===== src/rtl/ewma_jam_sequencer.sv =====
// ewma_jam_sequencer
// Sequences the EWMA jamming-detection datapath: accepts RSSI samples,
// maintains the exponentially weighted average, strobes the threshold
// decision block after warm-up and debounces its alert into jam_detected
// plus a one-cycle interrupt.
module ewma_jam_sequencer #(
    parameter int unsigned ALPHA_SHIFT = 3,
    parameter int unsigned WARMUP      = 8,
    parameter int unsigned CONFIRM     = 4,
    parameter int unsigned CLEAR_N     = 4
) (
    input  logic               clk_h,
    input  logic               rst_h,
    input  logic               enable,
    input  logic               clear,
    input  logic               rssi_valid,
    input  logic signed [31:0] rssi_data,
    output logic               rssi_ready,
    output logic signed [31:0] ewma_rssi,
    output logic               EnableDecision,
    input  logic               Alert_Jamming,
    output logic               jam_detected,
    output logic               jam_irq,
    output logic [15:0]        sample_count,
    output logic [15:0]        alert_count
);

    localparam logic [15:0] WARMUP_C  = 16'(WARMUP);
    localparam logic [15:0] CONFIRM_C = 16'(CONFIRM);
    localparam logic [15:0] CLEAR_C   = 16'(CLEAR_N);

    typedef enum logic [1:0] {
        IDLE,
        UPDATE,
        DECIDE,
        SAMPLE
    } state_t;

    state_t state, state_nxt;

    logic               armed;
    logic               seeded;
    logic               irq_q;
    logic signed [31:0] sample_q;
    logic signed [31:0] ewma_q;
    logic [15:0]        consec_alert;
    logic [15:0]        consec_clear;

    logic               accept;
    logic signed [32:0] diff;
    logic signed [31:0] ewma_upd;
    logic [15:0]        alert_inc;
    logic [15:0]        clear_inc;

    // armed is low while in reset so rssi_ready reads 0 until the first
    // clock edge after reset release, even with enable already high.
    assign rssi_ready     = armed && (state == IDLE) && enable && !clear;
    assign accept         = rssi_valid && rssi_ready;
    assign EnableDecision = (state == DECIDE) && !clear;
    assign jam_irq        = irq_q && !clear;
    assign ewma_rssi      = ewma_q;

    // 33-bit difference keeps the sign when sample and average are far apart;
    // the new average lies between old average and sample, so truncation is safe.
    assign diff      = $signed({sample_q[31], sample_q}) - $signed({ewma_q[31], ewma_q});
    assign ewma_upd  = 32'($signed({ewma_q[31], ewma_q}) + (diff >>> ALPHA_SHIFT));
    assign alert_inc = (consec_alert >= CONFIRM_C) ? CONFIRM_C : consec_alert + 16'd1;
    assign clear_inc = (consec_clear >= CLEAR_C) ? CLEAR_C : consec_clear + 16'd1;

    // State register
    always_ff @(posedge clk_h or negedge rst_h) begin
        if (!rst_h) begin
            state <= IDLE;
        end else begin
            state <= state_nxt;
        end
    end

    // Next-state logic; clear overrides every transition
    always_comb begin
        state_nxt = state;
        case (state)
            IDLE:    if (accept) state_nxt = UPDATE;
            UPDATE:  state_nxt = (sample_count >= WARMUP_C) ? DECIDE : IDLE;
            DECIDE:  state_nxt = SAMPLE;
            SAMPLE:  state_nxt = IDLE;
            default: state_nxt = IDLE;
        endcase
        if (clear) begin
            state_nxt = IDLE;
        end
    end

    // Datapath: sample latch, EWMA update, counters and debounce
    always_ff @(posedge clk_h or negedge rst_h) begin
        if (!rst_h) begin
            armed        <= 1'b0;
            seeded       <= 1'b0;
            irq_q        <= 1'b0;
            sample_q     <= '0;
            ewma_q       <= '0;
            consec_alert <= '0;
            consec_clear <= '0;
            sample_count <= '0;
            alert_count  <= '0;
            jam_detected <= 1'b0;
        end else begin
            armed <= 1'b1;
            irq_q <= 1'b0;
            if (clear) begin
                seeded       <= 1'b0;
                ewma_q       <= '0;
                consec_alert <= '0;
                consec_clear <= '0;
                sample_count <= '0;
                alert_count  <= '0;
                jam_detected <= 1'b0;
            end else begin
                case (state)
                    IDLE: begin
                        if (accept) begin
                            sample_q <= rssi_data;
                            if (sample_count != '1) sample_count <= sample_count + 16'd1;
                        end
                    end
                    UPDATE: begin
                        seeded <= 1'b1;
                        ewma_q <= seeded ? ewma_upd : sample_q;
                    end
                    SAMPLE: begin
                        if (Alert_Jamming) begin
                            consec_alert <= alert_inc;
                            consec_clear <= '0;
                            if (alert_count != '1) alert_count <= alert_count + 16'd1;
                            if ((alert_inc == CONFIRM_C) && !jam_detected) begin
                                jam_detected <= 1'b1;
                                irq_q        <= 1'b1;
                            end
                        end else begin
                            consec_clear <= clear_inc;
                            consec_alert <= '0;
                            if ((clear_inc == CLEAR_C) && jam_detected) begin
                                jam_detected <= 1'b0;
                            end
                        end
                    end
                    default: ;
                endcase
            end
        end
    end

endmodule

===== config.mk =====
export PLATFORM = sky130hd
export DESIGN_NAME = ewma_jam_sequencer
export DESIGN_NICKNAME = d
export VERILOG_FILES = /design/src/rtl/ewma_jam_sequencer.sv
export SDC_FILE = /design/constraint.sdc
export NUM_CORES = 1
export LEC_CHECK = 0
export BUFFER_PORTS_ARGS = -buffer_cell sky130_fd_sc_hd__buf_2
export CAP_MARGIN = 20
export CORE_ASPECT_RATIO = 0.8
export CORE_MARGIN = 4
export CORE_UTILIZATION = 45
export CTS_BUF_LIST = sky130_fd_sc_hd__clkbuf_8
export CTS_CLUSTER_SIZE = 16
export DETAILED_ROUTE_END_ITERATION = 8
export SLEW_MARGIN = 10
export SYNTH_ARGS = -nofsm -noshare
export SYNTH_HDL_FRONTEND = slang
export SYNTH_SLANG_ARGS = --single-unit

===== constraint.sdc =====
create_clock -name clk_h -period 5.88 [get_ports clk_h]
set_input_delay 1.47 -clock clk_h [delete_from_list [all_inputs] [get_ports clk_h]]
set_output_delay 1.47 -clock clk_h [all_outputs]
set_load 0.02 [all_outputs]

==> results.py <==
metrics = {
    "outcome": {
        "status": "finished clean",
    },
    "clock_tree": {
        "clockBufferDepth": 2,
        "cts_setup_buffers": 0,
        "cts_max_level": 4,
        "root_buffer": "clkbuf_8",
        "clkTransAtPathRegs_ns": 0.09,
        "cts_hold_buf": 0,
        "cts_buffers": 17,
        "ctsResizeCount": 0,
        "cts_tree": "done",
        "cts_sinks": 134,
        "clk_latency_ns": 0.46,
    },
    "final_layout": {
        "multi_input_area_um2": 4902,
        "antennaDiodeCount": 0,
        "drive_above_1_share": 0.1845,
        "fin_area_um2": 9831,
        "fin_nets": 1142,
        "post-route-util": 0.5330,
        "area_growth_pct": 14.70,
        "seqCellArea_um2": 3353,
        "nFillCells": 1709,
    },
    "power": {
        "ir_drop_mv": 0.1807,
        "p_total_uw": 3199,
        "p_leak_uw": 0.004806,
        "power_density_nw_per_um2": 325.4,
    },
    "floorplan": {
        "fp.dieH_um": 131.4,
        "start_util": 0.4647,
        "coreArea_um2": 18440,
        "num_rows": 44,
        "die_area_um2": 21330,
        "die_w_um": 162.3,
        "ios": 106,
    },
    "worst_hold_path": {
        "hold_depth": 1,
        "min_path_type": "reg -> reg",
    },
    "critical_path": {
        "r2r_start": "ewma_rssi[4]",
        "r2r_cells": 23,
        "required_ns": 6.25,
        "worstSetupPathType": "reg -> reg",
        "crit_path_end_kind": "flop",
        "cp_cell_sequence": "inv_1 -> ha_1 -> a21o_1 -> a21o_1 -> a41o_1 -> o21ai_2 -> nand2_1 -> inv_1 -> o21ai_0 -> a21o_1 -> a221oi_1 -> xnor2_1 -> ha_1 -> o21ai_0 -> o21ai_0 -> a31oi_1 -> o21bai_1 -> a21oi_1 -> a31oi_1 -> o41ai_2 -> xnor2_1 -> or3_1 -> o211ai_1",
        "path_max_fanout": 5,
        "critPathLaunchType": "flop",
        "cp-endpoint": "ewma_rssi[31]",
        "rrSetupSlack_ns": 1.04,
        "crit_arrival_ns": 5.22,
        "r2r_end": "ewma_rssi[31]",
        "slowest_stage": "dfrtp_1",
        "cpPeakStageDelay_ns": 0.41,
        "crit_start": "ewma_rssi[4]",
    },
    "logic_synthesis": {
        "synthesis.nets": 1038,
        "async_flop_share": 1.000,
        "ys_top_cells_by_area": "dfrtp_1 39%, ha_1 10%, xor2_1 4.4%, mux2_2 4.3%, a21oi_1 4.3%",
        "yosysMostFrequentCell": "dfrtp_1",
        "syn_avg_cell_area_um2": 9.226,
        "synth-seq-cells": 134,
        "yosys.area.top_type": "dfrtp_1",
        "syn_area_um2": 8571,
        "yosysSeqAreaShare": 0.3912,
        "synth_cell_types": 56,
        "yosys_warnings": 0,
        "synthCells": 929,
        "synthTopCellsByCount": "134 x dfrtp_1, 76 x nand2_1, 74 x a21oi_1, 70 x ha_1, 70 x nor2_1",
        "synth_ff_type": "dfrtp_1",
        "synth.top_cell.area_share": 0.3912,
        "synth_edf_count": 0,
    },
    "drt": {
        "drtIter0Drc": 417,
        "num_vias": 7035,
        "routed_wl_um": 21120,
        "via_per_inst": 5.416,
        "routedWlPerCell_um": 16.25,
        "detailedRoute.firstPassIterationCount": 5,
        "drcViolationCount": 0,
        "ant_nets": 0,
    },
    "placed_design": {
        "gp_congestion": 0.9041,
        "placed_area_um2": 9374,
        "io_buffers": 105,
        "hpwl_um": 15310,
    },
    "sta": {
        "relSlewSlack": 0.3681,
        "skew_ns": 0.01618,
        "slew_viol_final": 0,
        "final-setup-viol-count": 0,
        "post-route-period-util": 0.8239,
        "hold_slack_ns": 0.5043,
        "grt_setup_unrepaired": "no",
        "tightest_slew_ns": 0.9456,
        "hold_viol": 0,
        "tns_ns": 0,
        "period_minus_slack_ns": 4.844,
        "fmax_mhz": 206.4,
    },
    "job": {
        "drv_cap": 0,
    },
    "grt": {
        "overflow": 0,
        "antenna_found_initial": 1,
        "grt_pass1_vias": 6675,
        "grt_pass1_wl_um": 35380,
        "grt_usage": 0.2020,
        "grt_max_degree": 100,
    },
}
## routing by layer
| layer | vias up | global-route usage | routed length [µm] |
|---|---|---|---|
| met1 | 3363 | 0.3152 | 11190 |
| met4 | 2 | 0.04180 | 191 |
| met2 | 142 | 0.2844 | 8666 |
| met5 | - | 0 | 13 |
| met3 | 18 | 0.04728 | 1056 |
| li1 | 3510 | - | - |
## sequential cells by signal (all words and copies together) (netlist names)
register,count
alert_count,16
armed,1
consec_alert,16
consec_clear,16
ewma_rssi,32
irq_q,1
jam_detected,1
sample_count,16
sample_q,32
seeded,1
state,2
## cell usage in the layout (no fill, tap or decap), types with 4 or more instances in the layout
cell and count:
and3_1 34, mux2i_1 8, nand4_1 14, o21bai_1 7, nor2b_1 10, inv_6 5, a22oi_1 17, xnor2_1 32
nand2_1 75, inv_1 58, o21ai_0 66, dfrtp_1 134, ha_1 70, or3_1 10, nor4_1 14, nor2_1 69
mux2_2 33, clkbuf_8 18, a21oi_1 74, a211oi_1 5, nor3_1 16, a21o_1 33, buf_4 7, bufinv_16 4
nand2b_1 5, xor2_1 43, a31oi_1 9, buf_2 104, and2_1 7, nand3_1 16
## worst max-delay path: cells and delay by family, from the launching register on
family	cells	cell delay, ns
flops	1	0.41
buf+inv	2	0.14
compound gates	15	2.78
simple gates	2	0.48
xor+xnor	2	0.32
fa+ha+maj	2	0.63
## final cells by class
class | count | area share
Clock inverter | 14 | 0.02125
Timing Repair Buffer | 112 | 0.05944
Sequential cell | 134 | 0.3411
Clock buffer | 18 | 0.02520
Tap cell | 253 | 0.03220
Multi-Input combinational cell | 710 | 0.4987
Inverter | 58 | 0.02215
## how the worst min path moves through the flow
| stage | from | end | slack (ns) |
|---|---|---|---|
| after floorplan | consec_alert[12] | consec_alert[12] | 0.48 |
| after global placement | jam_detected | irq_q | 0.49 |
| after detailed placement | jam_detected | irq_q | 0.50 |
| after CTS | jam_detected | irq_q | 0.51 |
| after global routing | consec_alert[15] | consec_alert[15] | 0.53 |
| final | jam_detected | irq_q | 0.50 |
## cell families after synthesis
kind of cell,Yosys count,share of synthesized area
AOI/OAI and AO/OA,240,0.1753
adders and majority gates,71,0.1045
and+or+nand+nor,282,0.1618
buffers and inverters,85,0.03737
other,1,0.0004375
muxes,41,0.05270
xor gates and xnor gates,75,0.07664
DFF,134,0.3912
## report_power, final
| part | internal (µW) | leakage [µW] | switching, µW | total, µW |
|---|---|---|---|---|
| Clock | 486 | 0.000221 | 418 | 904 |
| Combinational | 526 | 0.00278 | 726 | 1250 |
| Sequential | 983 | 0.00181 | 61.0 | 1040 |
| Total | 1990 | 0.00481 | 1200 | 3200 |
## stage by stage
step,std cells,worst slack [ns]
after floorplan,929,1.477
after global placement,1267,1.180
after detailed placement,1267,1.085
after CTS,1299,1.039
after global routing,1299,0.4931
final,1299,1.036
No activity file was read; power rests on OpenSTA's default activity.
